File: config.mk
export PLATFORM = sky130hd
export DESIGN_NAME = ex_mem_pipe_reg
export DESIGN_NICKNAME = d
export VERILOG_FILES = /design/src/rtl/ex_mem_pipe_reg.sv
export SDC_FILE = /design/constraint.sdc
export NUM_CORES = 1
export LEC_CHECK = 0
export ABC_AREA = 1
export CAP_MARGIN = 20
export CORE_AREA = 2 2 136 138
export CTS_CLUSTER_DIAMETER = 120
export DETAILED_ROUTE_END_ITERATION = 8
export DIE_AREA = 0 0 138 140
export PLACE_DENSITY = 0.88
export SYNTH_ARGS = -nofsm -noshare
export SYNTH_HDL_FRONTEND = slang
export SYNTH_SLANG_ARGS = --single-unit
File: constraint.sdc
create_clock -name clk -period 7.14 [get_ports clk]
set_input_delay 1.071 -clock clk [delete_from_list [all_inputs] [get_ports clk]]
set_output_delay 1.071 -clock clk [all_outputs]
set_load 0.005 [all_outputs]
File: src/rtl/ex_mem_pipe_reg.sv
// EX->MEM pipeline register with stall/bubble/hold handling, flush, valid bit and accumulator loop-back.
// Optional build macro EX_MEM_PERF_EN adds saturating bubble/hold performance counters.
module ex_mem_pipe_reg #(
  parameter int unsigned DATA_W    = 32,
  parameter int unsigned ADDR_W    = 5,
  parameter int unsigned ACC_W     = 64,
  parameter int unsigned CNT_W     = 2,
  parameter int unsigned STALL_W   = 6,
  parameter int unsigned STAGE_IDX = 3
) (
  input  logic               clk,
  input  logic               rst,
  input  logic [STALL_W-1:0] stall,
  input  logic               flush,
  input  logic [ADDR_W-1:0]  ex_wd,
  input  logic               ex_wreg,
  input  logic [DATA_W-1:0]  ex_wdata,
  input  logic [DATA_W-1:0]  ex_hi,
  input  logic [DATA_W-1:0]  ex_lo,
  input  logic               ex_whilo,
  input  logic [ACC_W-1:0]   hilo_i,
  input  logic [CNT_W-1:0]   cnt_i,
  output logic [ADDR_W-1:0]  mem_wd,
  output logic               mem_wreg,
  output logic [DATA_W-1:0]  mem_wdata,
  output logic [DATA_W-1:0]  mem_hi,
  output logic [DATA_W-1:0]  mem_lo,
  output logic               mem_whilo,
  output logic               mem_valid,
  output logic [ACC_W-1:0]   hilo_o,
  output logic [CNT_W-1:0]   cnt_o
`ifdef EX_MEM_PERF_EN
  ,
  output logic [31:0]        perf_bubble_cnt,
  output logic [31:0]        perf_hold_cnt
`endif
);

  localparam int unsigned PERF_W = 32;

  logic ex_stall;
  logic mem_stall;
  logic bubble;
  logic hold;
  logic unused_stall;

  assign ex_stall     = stall[STAGE_IDX];
  assign mem_stall    = stall[STAGE_IDX+1];
  assign bubble       = ex_stall & ~mem_stall;
  assign hold         = ex_stall & mem_stall;
  // Other stages' stall bits do not affect this register.
  assign unused_stall = ^stall;

  // Pipeline payload and accumulator loop-back; flush > bubble > advance > hold.
  always_ff @(posedge clk or posedge rst) begin
    if (rst) begin
      mem_wd    <= '0;
      mem_wreg  <= 1'b0;
      mem_wdata <= '0;
      mem_hi    <= '0;
      mem_lo    <= '0;
      mem_whilo <= 1'b0;
      mem_valid <= 1'b0;
      hilo_o    <= '0;
      cnt_o     <= '0;
    end else if (flush) begin
      mem_wd    <= '0;
      mem_wreg  <= 1'b0;
      mem_wdata <= '0;
      mem_hi    <= '0;
      mem_lo    <= '0;
      mem_whilo <= 1'b0;
      mem_valid <= 1'b0;
      hilo_o    <= '0;
      cnt_o     <= '0;
    end else if (bubble) begin
      // All-zero bubble so forwarding never sees a stale wd with wreg set.
      mem_wd    <= '0;
      mem_wreg  <= 1'b0;
      mem_wdata <= '0;
      mem_hi    <= '0;
      mem_lo    <= '0;
      mem_whilo <= 1'b0;
      mem_valid <= 1'b0;
      hilo_o    <= hilo_i;
      cnt_o     <= cnt_i;
    end else if (!ex_stall) begin
      mem_wd    <= ex_wd;
      mem_wreg  <= ex_wreg;
      mem_wdata <= ex_wdata;
      mem_hi    <= ex_hi;
      mem_lo    <= ex_lo;
      mem_whilo <= ex_whilo;
      mem_valid <= 1'b1;
      hilo_o    <= '0;
      cnt_o     <= '0;
    end else begin
      hilo_o    <= hilo_i;
      cnt_o     <= cnt_i;
    end
  end

`ifdef EX_MEM_PERF_EN
  // Saturating bubble/hold cycle counters, cleared by flush.
  always_ff @(posedge clk or posedge rst) begin
    if (rst) begin
      perf_bubble_cnt <= '0;
      perf_hold_cnt   <= '0;
    end else if (flush) begin
      perf_bubble_cnt <= '0;
      perf_hold_cnt   <= '0;
    end else begin
      if (bubble && (perf_bubble_cnt != '1)) perf_bubble_cnt <= perf_bubble_cnt + PERF_W'(1);
      if (hold && (perf_hold_cnt != '1))     perf_hold_cnt   <= perf_hold_cnt + PERF_W'(1);
    end
  end
`endif

endmodule
==> reports/results.md <==
| Item | This run | Unit |
|---|---|---|
| Sequential area share after synthesis | 65.5 | % |
| Maximum number of pins on one net before global-route repair | 105 | - |
| DRC viols | 0 | - |
| Clock-pin slew reported for the worst setup and hold paths after clock tree synthesis | 0.07 | ns |
| Post_cts resized | 0 | - |
| Final critical delay including setup and external delays | 2.96 | ns |
| Register-to-register path setup slack | 6.44 | ns |
| Netlist area before placement | 0.00649 | mm2 |
| Post-CTS Setup Inserts | 0 | - |
| Wire per inst | 16.3 | um |
| Tightest Pin Transition | 1.12 | ns |
| Lkg Pwr | 5.03 | nW |
| TritonCTS clock tree | yes | - |
| WP data required | 7.49 | ns |
| Mean cell area of the mapped netlist | 9.59 | um2 |
| Number of sinks on the clock net | 170 | - |
| Post-detailed-route count of antenna-violating nets | 0 | - |
| Number of global-route vias before repair | 5,880 | - |
| Total CTS buffers | 17 | - |
| Max-slew headroom at the worst pin | 25.3 | % |
| Most frequent cells in the layout | sky130_fd_sc_hd__clkdlybuf4s50_1, sky130_fd_sc_hd__nand2_1, sky130_fd_sc_hd__dfrtp_1 | - |
| Cts hold-fix bufs | 0 | - |
| Length in cells of the worst reg-to-reg path | 2 | - |
| Synth Register Bits | 170 | - |
| Placeable Area | 0.0178 | mm2 |
| Yosys warning total | 0 | - |
| Maximum fanout along the worst path | 68 | - |
| Startpoint of the most critical hold path | mem_wdata[8] | - |
| Setup TNS Final | 0 | ns |
| Max_cap viols | 0 | - |
| Cell variety after synth | 11 | - |
| Die width | 138 | um |
| Net switching component of the power | 0.000564 | W |
| Net count, final | 1,164 | - |
| Remaining global-route overflow | 0 | - |
| Data arrival time of the critical path | 3.32 | ns |
| Estimated wirelength of the detail-placed design | 13,500 | um |
| Share of the cycle needed by the critical path after routing | 41.5 | % |
| Total routing usage reported by global routing | 20.9 | % |
| Total count of max-transition violations in the final report | 0 | - |
| Site row count | 49 | - |
| Critical Path, Cell by Cell | buf_2 -> buf_4 -> nor2_4 -> buf_4 -> nand2_1 -> nand2_1 | - |
| Slowest cell delay on critical path | 0.83 | ns |
| Layout cells sized above 1 | 4.50 | % |
| TritonRoute pass-1 iters | 4 | - |
| Antenna violations before repair | 0 | - |
| Wire length of the first global-routing pass | 32,200 | um |
| Clock share of power | 41.5 | % |
| Critical path launch point type | input pin | - |
| # setup viols final | 0 | - |
| Growth of design area from synthesis to finish | 63.1 | % |
| Internal power component | 0.00171 | W |
| Timing-limited maximum frequency | 0.338 | GHz |
| Maximum vdd drop | 0.149 | mV |
| Die Footprint | 0.0193 | mm2 |
| Die Height | 140 | um |
| Post-layout util | 59.6 | % |
| Number of cells produced by synthesis | 677 | - |
| Part of the power in combinational logic | 13.4 | % |
| Worst hold path endpoint | mem_wdata[8] | - |
| Power per Cell Area | 215 | mW/mm2 |
| Final clock skew | 0 | ns |
| Routed via count | 5,918 | - |
| Most frequent standard cell in the layout excluding fill and tap cells | sky130_fd_sc_hd__clkdlybuf4s50_1 | - |
| Unrepaired setup endpoints after global routing | false | - |
| Critical R2R Capture | mem_hi[26] | - |
| Critical path endpoint category | flip-flop | - |
| Cell type of the slowest stage on the worst timing path | sky130_fd_sc_hd__nor2_4 | - |
| Violation count after the first detailed-routing iteration | 337 | - |
| Synthesized Nets | 855 | - |
| Clock latency at the later pin of the worst-skew pair | 0.42 | ns |
| Average vias per placed instance | 4.82 | - |
| Run status | completed | - |
| H-tree levels | 4 | - |
| Switching portion of total power | 24.8 | % |
| Number of buffers added on ports | 343 | - |
| CTS max path bufs | 2 | - |
| Type of the worst setup path | in -> reg | - |
| Final Hold Violating Endpoints | 0 | - |
| Flop pwr share | 45.0 | % |
| Clock Root Buffer | sky130_fd_sc_hd__clkbuf_16 | - |
| I/O pin cnt | 348 | - |
| Class of the worst hold path | reg -> reg | - |
| Initial core utilization | 36.5 | % |
| Reg2Reg Launch Point | mem_hi[26] | - |
| Number of stages on the worst hold path | 2 | - |
| Total Routed Length | 20,000 | um |
| Placer congestion estimate | 0.814 | - |
| Number of antenna repair diodes | 0 | - |
-- through the flow --
| stage | instances | area (um2) | total power [W] | hold WS [ns] | setup WS (ns) |
|---|---|---|---|---|---|
| after floorplan | 677 | 6490 | 0.00114 | 0.508 | 1.47 |
| after global placement | 1195 | 9960 | 0.00134 | 0.496 | 3.69 |
| after detailed placement | 1195 | 9960 | 0.00135 | 0.502 | 3.69 |
| after CTS | 1227 | 10600 | 0.00230 | 0.518 | 4.13 |
| after global routing | 1228 | 10600 | 0.00237 | 0.539 | 3.95 |
| final | 1228 | 10600 | 0.00227 | 0.513 | 4.18 |
-- kinds of logic after synthesis --
kind of cell           count (synthesis)  share of synthesized area, %
buffers and inverters                 63                          4.70
flip-flops                           170                          65.5
AND/OR/NAND/NOR                      444                          29.8
-- worst max-delay path: cells and delay by family --
family,cells,cell delay (ns)
buffers and inverters,3,1.09
AND/OR/NAND/NOR,3,1.07
-- synth_stat cells --
| cell type | instances | area share [%] |
|---|---|---|
| sky130_fd_sc_hd__nor2_1 | 66 | 3.8 |
| sky130_fd_sc_hd__buf_4 | 8 | 0.92 |
| sky130_fd_sc_hd__dfrtp_1 | 170 | 66 |
| sky130_fd_sc_hd__inv_2 | 1 | 0.058 |
| sky130_fd_sc_hd__inv_1 | 2 | 0.12 |
| sky130_fd_sc_hd__nand2_1 | 273 | 16 |
| sky130_fd_sc_hd__nor2_4 | 1 | 0.17 |
| sky130_fd_sc_hd__clkbuf_1 | 17 | 0.98 |
| sky130_fd_sc_hd__buf_2 | 31 | 2.4 |
| sky130_fd_sc_hd__nand4_1 | 104 | 10 |
| sky130_fd_sc_hd__buf_1 | 4 | 0.23 |
-- power by group through the flow --
stage,clock [W],sequential (W),combinational (W)
floorplan,0,0.00105,0.0000943
global route,0.00101,0.00103,0.000331
finish,0.000944,0.00102,0.000305
CTS,0.000968,0.00102,0.000307
detailed placement,0,0.00104,0.000306
global placement,0,0.00104,0.000302
-- worst max-delay path by stage --
stage               endpoint   from  depth (start not counted)
2_1_floorplan       cnt_o[0]    rst                          1
3_3_place_gp   mem_wdata[27]  flush                          6
3_5_place_dp   mem_wdata[27]  flush                          6
4_1_cts        mem_wdata[22]  flush                          6
5_1_grt        mem_wdata[16]  flush                          6
6_report          mem_hi[28]  flush                          6
-- registers in the layout (all words and copies together), names as in the netlist --
signal,flops
cnt_o,2
mem_wreg,1
hilo_o,64
mem_hi,32
mem_wd,5
mem_wdata,32
mem_lo,32
mem_whilo,1
mem_valid,1
-- area by class of cell --
class / instances / area (um2)
clock buffer: 17 / 425
clock inverter: 15 / 179
fill: 1445 / 7190
inverter: 3 / 17.5
multi-input combinational: 444 / 1930
sequential: 170 / 4250
tap: 229 / 287
timing repair buffer: 350 / 3500
-- layer usage --
metal | track usage (%) | vias to the layer above | part of all wire [%]
li1 | - | 2822 | -
met1 | 26.6 | 2820 | 40
met2 | 33.2 | 240 | 49
met3 | 7.04 | 36 | 7.9
met4 | 7.84 | 0 | 2.6
met5 | 0 | - | 0
(Power assumes the default switching activity.)
